==> src/rtl/zscore_trader.sv <==
// Rolling-window Z-score trader: mean/variance over 2^LOG2_WIN prices, iterative sqrt and divide, entry/exit position FSM.
// Latency 2*DATA_W+Z_FRAC+2 cycles per sample; in_ready is low from acceptance through DECIDE, so one sample is in flight.
module zscore_trader #(
    parameter int DATA_W   = 8,
    parameter int LOG2_WIN = 4,
    parameter int Z_FRAC   = 8,
    parameter int Z_ENTRY  = 230,
    parameter int Z_EXIT   = 64
) (
    input  logic                     clk,
    input  logic                     rst,
    input  logic                     in_valid,
    output logic                     in_ready,
    input  logic [DATA_W-1:0]        in_price,
    output logic                     out_valid,
    output logic [DATA_W+Z_FRAC-1:0] z_score,
    output logic                     buy_signal,
    output logic                     sell_signal,
    output logic [1:0]               position,
    output logic                     warm
);

    localparam int N    = 1 << LOG2_WIN;
    localparam int ZW   = DATA_W + Z_FRAC;
    localparam int SW   = DATA_W + LOG2_WIN;
    localparam int QW   = 2 * DATA_W + LOG2_WIN;
    localparam int VW   = 2 * DATA_W;
    localparam int CNTW = LOG2_WIN + 1;
    localparam int CW   = $clog2(ZW + 1);

    localparam logic [CNTW-1:0] CNT_FULL  = CNTW'(N);
    localparam logic [ZW-1:0]   ENTRY_T   = ZW'(Z_ENTRY);
    localparam logic [ZW-1:0]   EXIT_T    = ZW'(Z_EXIT);
    localparam logic [CW-1:0]   SQRT_LAST = CW'(DATA_W - 1);
    localparam logic [CW-1:0]   DIV_LAST  = CW'(ZW - 1);

    typedef enum logic [2:0] {S_IDLE, S_UPDATE, S_SQRT, S_DIV, S_DECIDE} state_t;
    typedef enum logic [1:0] {P_FLAT = 2'b00, P_LONG = 2'b01, P_SHORT = 2'b10} pos_t;

    state_t              r_state, w_state_nxt;
    pos_t                r_pos, w_pos_nxt;
    logic [DATA_W-1:0]   r_price;
    logic [DATA_W-1:0]   r_buf [N];
    logic [LOG2_WIN-1:0] r_wptr;
    logic [CNTW-1:0]     r_cnt;
    logic [SW-1:0]       r_sum;
    logic [QW-1:0]       r_sqsum;
    logic [CW-1:0]       r_bit;
    logic [DATA_W-1:0]   r_srem;
    logic [DATA_W-1:0]   r_root;
    logic [DATA_W-1:0]   r_drem;
    logic [ZW-1:0]       r_quot;
    logic [ZW-1:0]       r_z;
    logic                r_warm;

    logic                w_full;
    logic [DATA_W-1:0]   w_old;
    logic [VW-1:0]       w_sq_new, w_sq_old;
    logic [SW-1:0]       w_sum_nxt;
    logic [QW-1:0]       w_sqsum_nxt;
    logic [DATA_W-1:0]   w_mean;
    logic [VW-1:0]       w_sqmean, w_mean_sq, w_var;
    logic [1:0]          w_pair;
    logic [DATA_W+1:0]   w_srem_sh, w_strial;
    logic [DATA_W-1:0]   w_srem_sub;
    logic                w_sge;
    logic [DATA_W-1:0]   w_delta;
    logic [ZW-1:0]       w_dividend;
    logic                w_dbit;
    logic [DATA_W:0]     w_drem_sh;
    logic [DATA_W-1:0]   w_drem_sub;
    logic                w_dge;
    logic [ZW-1:0]       w_z;
    logic                w_below, w_above, w_gt_entry, w_le_exit;
    logic                w_buy, w_sell;

    // Before the window fills, the slot being written holds stale data and must not be subtracted.
    assign w_full      = (r_cnt == CNT_FULL);
    assign w_old       = w_full ? r_buf[r_wptr] : '0;
    assign w_sq_new    = VW'(r_price) * VW'(r_price);
    assign w_sq_old    = VW'(w_old) * VW'(w_old);
    assign w_sum_nxt   = r_sum + SW'(r_price) - SW'(w_old);
    assign w_sqsum_nxt = r_sqsum + QW'(w_sq_new) - QW'(w_sq_old);

    assign w_mean    = r_sum[SW-1:LOG2_WIN];
    assign w_sqmean  = r_sqsum[QW-1:LOG2_WIN];
    assign w_mean_sq = VW'(w_mean) * VW'(w_mean);
    assign w_var     = (w_sqmean > w_mean_sq) ? (w_sqmean - w_mean_sq) : '0;

    always_comb begin
        w_pair = '0;
        w_dbit = 1'b0;
        for (int i = 0; i < DATA_W; i++) begin
            if (r_bit == CW'(i)) w_pair = w_var[2*i +: 2];
        end
        for (int i = 0; i < ZW; i++) begin
            if (r_bit == CW'(i)) w_dbit = w_dividend[i];
        end
    end

    // Restoring sqrt: the partial remainder fits DATA_W bits on every step but the last, which is discarded.
    assign w_srem_sh  = {r_srem, w_pair};
    assign w_strial   = {r_root, 2'b01};
    assign w_sge      = (w_srem_sh >= w_strial);
    assign w_srem_sub = w_srem_sh[DATA_W-1:0] - w_strial[DATA_W-1:0];

    assign w_delta    = (r_price >= w_mean) ? (r_price - w_mean) : (w_mean - r_price);
    assign w_dividend = {w_delta, {Z_FRAC{1'b0}}};
    assign w_drem_sh  = {r_drem, w_dbit};
    assign w_dge      = (w_drem_sh >= {1'b0, r_root});
    assign w_drem_sub = w_drem_sh[DATA_W-1:0] - r_root;
    assign w_z        = (r_root == '0) ? '0 : r_quot;

    assign w_below    = (r_price < w_mean);
    assign w_above    = (r_price > w_mean);
    assign w_gt_entry = (w_z > ENTRY_T);
    assign w_le_exit  = (w_z <= EXIT_T);

    always_comb begin
        w_state_nxt = r_state;
        case (r_state)
            S_IDLE:   if (in_valid) w_state_nxt = S_UPDATE;
            S_UPDATE: w_state_nxt = S_SQRT;
            S_SQRT:   if (r_bit == '0) w_state_nxt = S_DIV;
            S_DIV:    if (r_bit == '0) w_state_nxt = S_DECIDE;
            S_DECIDE: w_state_nxt = S_IDLE;
            default:  w_state_nxt = S_IDLE;
        endcase
    end

    // Trading only starts once the window was already full before this sample.
    always_comb begin
        w_pos_nxt = r_pos;
        w_buy     = 1'b0;
        w_sell    = 1'b0;
        if (r_state == S_DECIDE && r_warm) begin
            case (r_pos)
                P_FLAT: begin
                    if (w_gt_entry && w_below) begin
                        w_pos_nxt = P_LONG;
                        w_buy     = 1'b1;
                    end else if (w_gt_entry && w_above) begin
                        w_pos_nxt = P_SHORT;
                        w_sell    = 1'b1;
                    end
                end
                P_LONG: begin
                    if (w_le_exit || !w_below) begin
                        w_pos_nxt = P_FLAT;
                        w_sell    = 1'b1;
                    end
                end
                P_SHORT: begin
                    if (w_le_exit || !w_above) begin
                        w_pos_nxt = P_FLAT;
                        w_buy     = 1'b1;
                    end
                end
                default: w_pos_nxt = P_FLAT;
            endcase
        end
    end

    always_ff @(posedge clk or posedge rst) begin
        if (rst) r_state <= S_IDLE;
        else     r_state <= w_state_nxt;
    end

    always_ff @(posedge clk) begin
        if (r_state == S_UPDATE) r_buf[r_wptr] <= r_price;
    end

    always_ff @(posedge clk or posedge rst) begin
        if (rst) begin
            r_price <= '0;
            r_wptr  <= '0;
            r_cnt   <= '0;
            r_sum   <= '0;
            r_sqsum <= '0;
            r_bit   <= '0;
            r_srem  <= '0;
            r_root  <= '0;
            r_drem  <= '0;
            r_quot  <= '0;
            r_z     <= '0;
            r_pos   <= P_FLAT;
            r_warm  <= 1'b0;
        end else begin
            case (r_state)
                S_IDLE: if (in_valid) r_price <= in_price;
                S_UPDATE: begin
                    r_sum   <= w_sum_nxt;
                    r_sqsum <= w_sqsum_nxt;
                    r_wptr  <= r_wptr + 1'b1;
                    if (!w_full) r_cnt <= r_cnt + 1'b1;
                    r_bit   <= SQRT_LAST;
                    r_srem  <= '0;
                    r_root  <= '0;
                    r_drem  <= '0;
                    r_quot  <= '0;
                end
                S_SQRT: begin
                    r_srem <= w_sge ? w_srem_sub : w_srem_sh[DATA_W-1:0];
                    r_root <= {r_root[DATA_W-2:0], w_sge};
                    r_bit  <= (r_bit == '0) ? DIV_LAST : r_bit - 1'b1;
                end
                S_DIV: begin
                    r_drem <= w_dge ? w_drem_sub : w_drem_sh[DATA_W-1:0];
                    r_quot <= {r_quot[ZW-2:0], w_dge};
                    r_bit  <= r_bit - 1'b1;
                end
                S_DECIDE: begin
                    r_z    <= w_z;
                    r_pos  <= w_pos_nxt;
                    r_warm <= r_warm | w_full;
                end
                default: ;
            endcase
        end
    end

    assign in_ready    = (r_state == S_IDLE) && !rst;
    assign out_valid   = (r_state == S_DECIDE);
    assign z_score     = out_valid ? w_z : r_z;
    assign position    = out_valid ? w_pos_nxt : r_pos;
    assign warm        = r_warm | (out_valid & w_full);
    assign buy_signal  = w_buy;
    assign sell_signal = w_sell;

endmodule

==> config.mk <==
export PLATFORM = sky130hd
export DESIGN_NAME = zscore_trader
export DESIGN_NICKNAME = d
export VERILOG_FILES = /design/src/rtl/zscore_trader.sv
export SDC_FILE = /design/constraint.sdc
export NUM_CORES = 1
export LEC_CHECK = 0
export CAP_MARGIN = 20
export CORE_ASPECT_RATIO = 0.7
export CORE_MARGIN = 1.5
export CORE_UTILIZATION = 35
export DETAILED_ROUTE_END_ITERATION = 8
export HOLD_SLACK_MARGIN = 0.1
export SETUP_SLACK_MARGIN = 0.1
export SLEW_MARGIN = 20
export SYNTH_ARGS = -nofsm -noshare
export SYNTH_HDL_FRONTEND = slang
export SYNTH_SLANG_ARGS = --single-unit
==> constraint.sdc <==
create_clock -name clk -period 16.2 [get_ports clk]
set_input_delay 3.24 -clock clk [delete_from_list [all_inputs] [get_ports clk]]
set_output_delay 3.24 -clock clk [all_outputs]
set_load 0.02 [all_outputs]
==> run summary <==
In the routed layout, each cell is associated on average with a via count of 5.041. In this run the standard cell core region covers 52,460 um^2. Most used routing layer in global routing: met1. The run gives 0 as the number of buffers added to fix hold violations after cts.

CTS placed an instance of sky130_fd_sc_hd__clkbuf_16 at the clock tree root. Gates resized during post-CTS repair numbered 0. The global-route track usage on met3 is 0.02763, and the total placed instance area is 19,780 um^2. The tools report the element type at the critical path start as a flip-flop. The library cell with the highest instance count after synthesis was sky130_fd_sc_hd__inv_1. Measured along the x axis, the die boundary spans 279.0 um. The slowest stage of the critical path is the sky130_fd_sc_hd__o21ai_1 cell. Counting distinct cell types in the post-synthesis netlist gives 75.

The logs give 26 for the CTS buffer count and 70 for the row count. The count of buffers inserted at the top-level ports was 33. The total number of vias came out at 12,730. The largest area contributor in the synthesized netlist is sky130_fd_sc_hd__edfxtp_1. Global routing finished with a remaining overflow of 0. The number of synthesized flops with an enable pin is 128. The finished layout cell area came out at 20,700 um^2.

The async set-reset flop share out of synthesis was 0.4754; the clock slew seen by the registers of the worst setup and hold paths was 0.06 ns. For the post-synth design cell area, the log shows 18,660 um^2. Compared with the post-synthesis result, the final layout area differs by 10.96%.

The number of setup violations in the final report is 0, and the total negative setup slack is 0 ns. The detail route stage leaves a number of antenna-violating nets equal to 0. Counting every instance in the synthesized netlist gives 1,798. The fraction of layout cells with a size suffix above 1 was 0.07275.

The signal arrival time at the worst endpoint is 9.39 ns, and the initial core utilization is 0.3557. The iteration-0 DRC count of the detailed router is 1,000. The routed design could run at a clock period as short as 8.961 ns.

The initial antenna violation count is 0, and the slew at the pin closest to its max-slew limit is 1.129 ns. TritonCTS built the clock tree. By count the netlist is led by sky130_fd_sc_hd__inv_1 (295), sky130_fd_sc_hd__nand2_1 (206), sky130_fd_sc_hd__ha_1 (175), sky130_fd_sc_hd__fa_1 (132), sky130_fd_sc_hd__edfxtp_1 (128). The run gives 0.1667 as the total routing usage reported by global routing. The worst setup path is of the reg2reg kind.

The tools report the number of global-route vias before repair as 12,970. By area the synthesized netlist is led by sky130_fd_sc_hd__edfxtp_1 (21%), sky130_fd_sc_hd__dfrtp_1 (16%), sky130_fd_sc_hd__fa_1 (14%), sky130_fd_sc_hd__ha_1 (12%), sky130_fd_sc_hd__inv_1 (5.9%). Max-cap violations in this run came to 0. The logs give 34 for the count of pins on the block boundary and 72,190 um for the wire length of the first global-routing pass. The worst hold path belongs to the class reg2reg. Dividing the detail-routed wire length by the instance count gives 17.55 um. The logs give 0 for the count of pins over their slew limit and 0.02356 ns for the worst-case clock skew. The tightest slew margin relative to the limit came out at 0.2474. The later-pin clock latency in the skew report was 0.55 ns; the post-CTS setup buffer count was 0. The tools report the final hold violation count as 0. After the last flow step, the layout net total stands at 2,140. Proportion of netlist area held by the largest area contributor: 0.2060.

Entering global routing, the biggest net connects 63 pins. The tools report the global routing met1 resource utilization as 0.2565. The run finished with clean final reports. On the final layout, the worst hold slack is 0.4674 ns. Setup repair after global routing left no endpoint under its margin. In the routed design, unresolved DRC markers number 0.

In this design, the stage delay of the slowest critical-path cell is 0.70 ns. The total nets after synthesis was 2,116; the total iterations of the first detailed-routing run was 5. The Yosys step of the flow raised 0 warnings. Of all nets on the critical path, the largest fanout is 10. Most instantiated flip-flop cell in the synthesis netlist: sky130_fd_sc_hd__edfxtp_1.

Each instance of the synthesized netlist takes up on average 10.38 um^2. The clock drives 244 sinks. The wire-length estimate of the detail-placed layout is 33,070 um. The die is 196.2 um tall.

The share of the clock period used by the worst path is 0.5532, and the detailed-route wire length is 44,330 um. The maximum clock rate is 0.1116 GHz, and the number of diodes added for antenna fixing is 0. The synthesized design contains 244 register bits.

The congestion estimate from routability-driven global placement came to 0.8788. The worst setup path is captured at a flip-flop. The number of inserted filler cells in the final layout was 5,038; the largest buffer count on any clock path was 3. The floorplan step defined a die boundary enclosing 54,730 um^2.

For the worst setup path, the data required time is 16.63 ns. The depth of the CTS H-tree came out at 1. For the met2 capacity usage during global routing, the log shows 0.2480. The sequential share of the synthesized area is 0.3616.
## worst max-delay path, delay by kind of cell (launching register included)
kind | cells | cell delay [ns]
and+or+nand+nor | 7 | 0.91
xor gates and xnor gates | 2 | 0.38
buffers and inverters | 6 | 0.70
AOI/OAI and AO/OA | 18 | 3.55
muxes | 1 | 0.42
DFF | 1 | 0.50
adders and majority gates | 7 | 2.37
## sequential cells by signal, indices dropped and copies added (netlist names), 5 cells and up
name / cells
r_bit: 5
r_buf: 128
r_cnt: 5
r_drem: 8
r_price: 8
r_quot: 16
r_root: 8
r_sqsum: 20
r_srem: 8
r_sum: 12
r_z: 16
## kinds of logic after synthesis
family | Yosys count | share of synthesized area
AOI/OAI and AO/OA | 292 | 0.09938
adders and majority gates | 307 | 0.2590
DFF | 244 | 0.3616
and+or+nand+nor | 458 | 0.1096
muxes | 62 | 0.06008
other | 1 | 0.0002010
xor gates and xnor gates | 82 | 0.03849
buffers and inverters | 352 | 0.07168
## layout by cell type, fill, tap and decap left out, types with 18 or more instances in the layout
cell type,netlist,routed
sky130_fd_sc_hd__clkbuf_16,0,28
sky130_fd_sc_hd__dfrtp_1,116,113
sky130_fd_sc_hd__nand3_1,25,25
sky130_fd_sc_hd__nand2b_1,20,20
sky130_fd_sc_hd__edfxtp_1,128,128
sky130_fd_sc_hd__xnor2_1,56,56
sky130_fd_sc_hd__nand2_1,206,206
sky130_fd_sc_hd__a21oi_1,60,60
sky130_fd_sc_hd__a21o_1,31,31
sky130_fd_sc_hd__ha_1,175,175
sky130_fd_sc_hd__inv_1,295,294
sky130_fd_sc_hd__buf_4,1,18
sky130_fd_sc_hd__clkdlybuf4s50_1,0,33
sky130_fd_sc_hd__o21ai_0,107,107
sky130_fd_sc_hd__mux4_2,39,39
sky130_fd_sc_hd__xor2_1,26,26
sky130_fd_sc_hd__fa_1,132,132
sky130_fd_sc_hd__nor2_1,109,108
## metrics by stage
stage / setup WS [ns] / cells / utilization
floorplan: 8.407 / 1798 / -
global placement: 7.631 / 2478 / 0.3769
detailed placement: 7.307 / 2478 / 0.3769
CTS: 7.283 / 2526 / 0.3946
global route: 6.443 / 2526 / 0.3947
finish: 7.239 / 2526 / 0.3947
## worst paths after layout
kind	depth (start not counted)	end	slack, ns	from
max	41	r_srem[6]	7.24	r_sum[5]
min	2	r_z[9]	0.47	r_z[9]
max reg2reg	41	r_srem[6]	7.24	r_sum[5]
min reg2reg	2	r_z[9]	0.47	r_z[9]
max in group asynchronous	3	r_wptr[0]	11.66	rst
min in group asynchronous	2	r_state[2]	3.23	rst
## layer usage
layer,up-vias,part of all wire
met1,6307,0.50
met3,42,0.059
met2,284,0.43
met5,-,0
met4,0,0.013
li1,6101,-
## area by class of cell
cell class / count / area, um^2 / area share
clock buffers: 39 / 815.8 / 0.03940
clock inverters: 9 / 111.4 / 0.005378
inverters: 297 / 1117 / 0.05396
multi-input cells: 1202 / 10590 / 0.5114
flip-flops and latches: 244 / 6750 / 0.3260
well taps: 684 / 855.8 / 0.04133
repair buffers: 51 / 465.4 / 0.02248
Power is not shown: default switching activity piles up to over one toggle a cycle in this logic, so the estimate is an artifact.
